### config.mk
export PLATFORM = sky130hd
export DESIGN_NAME = vt52_key_encoder
export DESIGN_NICKNAME = d
export VERILOG_FILES = /design/src/rtl/vt52_key_encoder.sv
export SDC_FILE = /design/constraint.sdc
export NUM_CORES = 1
export LEC_CHECK = 0
export ABC_AREA = 0
export CORE_MARGIN = 5
export CORE_UTILIZATION = 55
export DETAILED_ROUTE_END_ITERATION = 16
export GPL_TIMING_DRIVEN = 0
export PLACE_DENSITY_LB_ADDON = 0.15
export SLEW_MARGIN = 0
export SYNTH_ARGS = -nofsm -noshare
export SYNTH_HDL_FRONTEND = slang
export SYNTH_SLANG_ARGS = --single-unit
### constraint.sdc
create_clock -name clk -period 2.35 [get_ports clk]
set_input_delay 0.47 -clock clk [delete_from_list [all_inputs] [get_ports clk]]
set_output_delay 0.47 -clock clk [all_outputs]
set_load 0.1 [all_outputs]
### src/rtl/vt52_key_encoder.sv
// Purpose: turn keyboard events and identify requests into the VT52 byte stream sent to the host (ESC sequences for cursor/PF keys, ESC / K reply).
// Latency: first byte valid the cycle after a key is accepted, two cycles after an ident_req pulse; one byte per cycle when out_ready is high.
// Backpressure: out_ready low holds out_data/out_valid stable; key_ready stays low while a sequence is in flight or an identify reply is pending.
// Optional feature: define VT52_KEYPAD_ALT_EN to add keypad alternate mode (keypad_alt_set/keypad_alt_clr, ESC ? x sequences).

module vt52_key_encoder #(
  parameter logic [7:0] ESC_CODE   = 8'h1B,
  parameter logic [7:0] IDENT_CHAR = 8'h4B
) (
  input  logic       clk,
  input  logic       reset_n,
  input  logic [7:0] key_code,
  input  logic       key_special,
  input  logic       key_valid,
  output logic       key_ready,
  input  logic       ident_req,
  output logic [7:0] out_data,
  output logic       out_valid,
  input  logic       out_ready
`ifdef VT52_KEYPAD_ALT_EN
  ,
  input  logic       keypad_alt_set,
  input  logic       keypad_alt_clr
`endif
);

  typedef enum logic {
    S_IDLE = 1'b0,
    S_EMIT = 1'b1
  } state_t;

  state_t     state_q, state_d;
  logic [7:0] seq_q [4];
  logic [7:0] seq_d [4];
  logic [1:0] len_q, len_d;
  logic [1:0] idx_q, idx_d;
  logic       ident_pending_q, ident_pending_d;
  logic       alt_mode;

  // Sequence produced by the key currently offered; map_len==0 means "drop it".
  logic [1:0] map_len;
  logic [7:0] map_b0, map_b1, map_b2;

`ifdef VT52_KEYPAD_ALT_EN
  // Keypad alternate mode flag; a set pulse beats a simultaneous clear.
  always_ff @(posedge clk or negedge reset_n) begin
    if (!reset_n) begin
      alt_mode <= 1'b0;
    end else if (keypad_alt_set) begin
      alt_mode <= 1'b1;
    end else if (keypad_alt_clr) begin
      alt_mode <= 1'b0;
    end
  end
`else
  assign alt_mode = 1'b0;
`endif

  // Translate the offered key into up to three output bytes.
  always_comb begin
    map_len = 2'd0;
    map_b0  = 8'h00;
    map_b1  = 8'h00;
    map_b2  = 8'h00;
    if (!key_special) begin
      map_len = 2'd1;
      map_b0  = key_code;
    end else if (key_code >= 8'h01 && key_code <= 8'h04) begin
      // Cursor keys: 01..04 -> ESC A..D
      map_len = 2'd2;
      map_b0  = ESC_CODE;
      map_b1  = key_code + 8'h40;
    end else if (key_code >= 8'h05 && key_code <= 8'h07) begin
      // PF1..PF3: 05..07 -> ESC P..R
      map_len = 2'd2;
      map_b0  = ESC_CODE;
      map_b1  = key_code + 8'h4B;
    end else if (key_code >= 8'h10 && key_code <= 8'h19) begin
      if (alt_mode) begin
        // Alternate keypad digits: ESC ? p..y
        map_len = 2'd3;
        map_b0  = ESC_CODE;
        map_b1  = 8'h3F;
        map_b2  = key_code + 8'h60;
      end else begin
        // Numeric keypad digits: '0'..'9'
        map_len = 2'd1;
        map_b0  = key_code + 8'h20;
      end
    end else if (key_code == 8'h1A) begin
      if (alt_mode) begin
        map_len = 2'd3;
        map_b0  = ESC_CODE;
        map_b1  = 8'h3F;
        map_b2  = 8'h4D;
      end else begin
        map_len = 2'd1;
        map_b0  = 8'h0D;
      end
    end
  end

  // Keys are only taken in IDLE with no identify reply waiting; held low in reset.
  assign key_ready = reset_n && (state_q == S_IDLE) && !ident_pending_q;

  // Output byte is the buffered entry selected by idx while emitting.
  assign out_valid = (state_q == S_EMIT);
  assign out_data  = out_valid ? seq_q[idx_q] : 8'h00;

  // Next-state logic: load a sequence in IDLE, step through it in EMIT.
  always_comb begin
    state_d         = state_q;
    seq_d           = seq_q;
    len_d           = len_q;
    idx_d           = idx_q;
    ident_pending_d = ident_pending_q | ident_req;

    case (state_q)
      S_IDLE: begin
        idx_d = 2'd0;
        if (ident_pending_q) begin
          // Identify reply has priority over new keys; a request in this
          // very cycle is kept so it is not lost.
          seq_d[0]        = ESC_CODE;
          seq_d[1]        = 8'h2F;
          seq_d[2]        = IDENT_CHAR;
          seq_d[3]        = 8'h00;
          len_d           = 2'd3;
          ident_pending_d = ident_req;
          state_d         = S_EMIT;
        end else if (key_valid && map_len != 2'd0) begin
          seq_d[0] = map_b0;
          seq_d[1] = map_b1;
          seq_d[2] = map_b2;
          seq_d[3] = 8'h00;
          len_d    = map_len;
          state_d  = S_EMIT;
        end
        // An unmapped special key is accepted via key_ready and simply dropped.
      end
      S_EMIT: begin
        if (out_ready) begin
          if (idx_q == len_q - 2'd1) begin
            idx_d   = 2'd0;
            state_d = S_IDLE;
          end else begin
            idx_d = idx_q + 2'd1;
          end
        end
      end
      default: begin
        state_d = S_IDLE;
      end
    endcase
  end

  // State register; reset discards any partially sent sequence.
  always_ff @(posedge clk or negedge reset_n) begin
    if (!reset_n) begin
      state_q         <= S_IDLE;
      seq_q[0]        <= 8'h00;
      seq_q[1]        <= 8'h00;
      seq_q[2]        <= 8'h00;
      seq_q[3]        <= 8'h00;
      len_q           <= 2'd0;
      idx_q           <= 2'd0;
      ident_pending_q <= 1'b0;
    end else begin
      state_q         <= state_d;
      seq_q           <= seq_d;
      len_q           <= len_d;
      idx_q           <= idx_d;
      ident_pending_q <= ident_pending_d;
    end
  end

endmodule

==> flow_metrics.py <==
metrics = {
    "yosys": {
        "yosys.area.top_type": "dfrtp_1",
        "netlist_top_cells_count": "23 x dfrtp_1, 15 x nor2_1, 14 x inv_1, 11 x a21oi_1, 11 x nand2_1",
        "synth_warnings": 0,
        "synth.top_cell.area_share_pct": 32.9,
        "syn_nets": 212,
        "synth_most_common_cell": "dfrtp_1",
        "avgSynthCellArea_um2": 9.25,
        "ys_async_sr_fraction_pct": 100,
        "synth-simple-area-share_pct": 19.5,
        "synth_top_family_by_area": "compound AO/OA/AOI/OAI gates",
        "synthTopCellsByArea": "dfrtp_1 33%, ha_1 6.4%, mux2i_1 3.4%",
        "synth.distinct_cells": 54,
        "synth.mux.area_fraction_pct": 7.51,
        "synthCells": 189,
        "syn_area_mm2": 0.00175,
        "synth_fa_ha_area_share_pct": 6.44,
        "synth-xor-area-share_pct": 3.00,
        "synth_edf_count": 0,
        "synth_compound_area_share_pct": 24.5,
        "synth_seq_area_share_pct": 32.9,
        "ys.flop_type": "dfrtp_1",
        "synth_seq_cells": 23,
    },
    "worst_setup_path": {
        "cp_cell_sequence": "buf_2 -> inv_2 -> ha_1 -> or3b_4 -> a32oi_4 -> a21o_4 -> a41oi_4 -> buf_6 -> buf_4 -> o32a_1",
        "worstPathRequired_ns": 2.57,
        "slowest_delay_ns": 0.39,
        "path_class": "in -> reg",
        "worstPathMaxFanout": 6,
        "arrival_ns": 2.53,
        "cp_slowest_cell": "or3b_4",
        "critPathLaunchType": "input port",
        "cp-end-kind": "register",
    },
    "finish": {
        "drive_gt1_share_pct": 31.1,
        "area_delta_synth_final_pct": 26.8,
        "num_antenna_cells": 0,
        "fin_area_mm2": 0.00222,
        "fillCellCount": 253,
        "finalNetCount": 249,
        "fin_util_pct": 72.7,
    },
    "pwr": {
        "clkPwrFrac_pct": 7.1,
        "vdd_drop_max_v": 0.00109,
        "power_density_mw_per_mm2": 1180,
        "combPwrFrac_pct": 68.8,
        "p_switching_mw": 1.45,
        "p_sw_share_pct": 55.3,
        "p_int_mw": 1.17,
        "leakage_nw": 0.943,
        "finalPower_mw": 2.62,
        "pwr-share-seq_pct": 24.1,
    },
    "grt": {
        "grt-ovfl-total": 0,
        "grt_usage_pct": 23.8,
        "grt_pass1_vias": 1698,
        "antenna_found_initial": 0,
        "grt_max_degree": 25,
        "grt_first_pass_wirelength_mm": 8.07,
    },
    "drt": {
        "drcViolationCount": 0,
        "vias_per_cell": 6.07,
        "vias": 1633,
        "drtIter0Drc": 106,
        "dr.pass1.iters": 4,
        "wl_per_cell_um": 17.6,
        "routed_wl_mm": 4.73,
        "detail-route-antenna-nets": 0,
    },
    "die": {
        "die_w_um": 66.4,
        "core_area_mm2": 0.00305,
        "start_util_pct": 57.3,
        "die_y_um": 66.4,
        "io-pin-count": 24,
        "rows": 20,
        "dieArea_mm2": 0.00441,
    },
    "timing": {
        "slew_violations": 0,
        "maxSlewHeadroom_pct": 35.5,
        "worst_slew_pin_slew_ns": 0.966,
        "rsz0062_at_grt": "no",
        "skew_ns": 0.00650,
        "fmax_mhz": 433,
        "period_minus_slack_ns": 2.31,
        "hold_viol": 0,
        "whs_ns": 0.106,
        "setup_slack_ns": 0.0404,
        "finalCritPeriodShare_pct": 98.3,
        "setup_viol": 0,
    },
    "flow_run": {
        "max_cap_viol_count": 0,
    },
    "outcome": {
        "status": "finished clean",
    },
    "clock_network": {
        "numCtsBuffers": 3,
        "cts_buffer_depth": 2,
        "htree_levels": 1,
        "cts-root-buf": "clkbuf_4",
        "clock_latency_ns": 0.32,
        "cts_tree": "done",
        "clk_pin_slew_ns": 0.13,
        "clock_sinks": 23,
    },
    "place": {
        "place_ws_ns": -1.29,
        "io_buffers": 20,
        "gp_congestion": 0.911,
        "placed_cell_area_mm2": 0.00206,
        "dp_hpwl_mm": 3.40,
    },
    "hold_path": {
        "worstHoldPathType": "in -> async",
    },
}
[cells in the final DEF (no fill, tap or decap), drive strengths merged, types with 3 or more instances in the layout]
| master | count |
|---|---|
| buf | 30 |
| dfrtp | 23 |
| nor2 | 15 |
| inv | 13 |
| nand2 | 11 |
| a21oi | 11 |
| ha | 9 |
| clkbuf | 9 |
| nand2b | 8 |
| o21ai | 7 |
| nor2b | 7 |
| mux2i | 6 |
| mux2 | 6 |
| xnor2 | 5 |
| clkdlybuf4s50 | 4 |
| a211o | 4 |
| o211ai | 3 |
| nand3 | 3 |
| a21o | 3 |
[metrics by stage]
| step | setup TNS [ns] | std cells |
|---|---|---|
| final | 0 | 269 |
| after global routing | 0 | 269 |
| after CTS | 0 | 267 |
| after detailed placement | -18.25 | 253 |
| after global placement | -16.48 | 253 |
| after floorplan | -0.0636 | 189 |
[path summary, 6_finish.rpt]
kind                             startpoint   endpoint  slack, ns  depth (start not counted)
worst min register to register    seq_q[19]  seq_q[19]       0.51                          1
max in group asynchronous           reset_n  out_valid       1.87                          1
min in group clk                key_code[3]  seq_q[27]       0.45                          2
worst max-delay path            key_code[1]  seq_q[27]       0.04                         10
worst min-delay path                reset_n   len_q[0]       0.11                          1
worst max register to register    out_valid  seq_q[31]       0.29                          6
[worst max-delay path: cells and delay by family]
kind | cells | cell delay [ns]
compound gates | 4 | 0.86
fa+ha+maj | 1 | 0.22
buf+inv | 4 | 0.59
simple gates | 1 | 0.39
[layer usage]
layer / GRT usage (%) / vias to the layer above / part of all wire (%)
li1: - / 751 / -
met1: 29.8 / 782 / 40
met2: 40.1 / 82 / 50
met3: 5.27 / 18 / 6.7
met4: 8.12 / 0 / 3.1
met5: 0 / - / 0
[flip-flops by register name, summed over array words and instances (netlist names)]
register         count
ident_pending_q      1
out_valid            1
idx_q                2
len_q                2
seq_q               17
[power groups by stage]
stage / sequential, mW / combinational [mW] / clock, mW
floorplan: 0.659 / 1.36 / 0
global placement: 0.620 / 1.74 / 0
detailed placement: 0.630 / 1.77 / 0
CTS: 0.622 / 1.81 / 0.192
global route: 0.653 / 1.91 / 0.215
finish: 0.633 / 1.80 / 0.186
[timing repair]
item / 4_1_cts / 5_1_grt
gates resized for setup: 89 / 8
hold buffers: 0 / 0
buffers inserted: 10 / 3
pin swaps: 3 / 3
setup endpoints to repair: 28 / 22
[kinds of logic after synthesis]
family          count (synthesis)
compound gates                 53
simple gates                   62
mux                            12
fa+ha+maj                       9
flops                          23
xor+xnor                        6
buf+inv                        24
[final cells by class]
| class | count | area [µm²] | share of cell area, % |
|---|---|---|---|
| buffer | 9 | 60.1 | 2.71 |
| clock buffer | 4 | 26.3 | 1.18 |
| inverter | 14 | 56.3 | 2.54 |
| multi-input combinational | 142 | 1180 | 53.2 |
| sequential | 23 | 577 | 26.0 |
| tap | 44 | 55.1 | 2.48 |
| timing repair buffer | 33 | 264 | 11.9 |
Power figures use the tool's default switching activity.
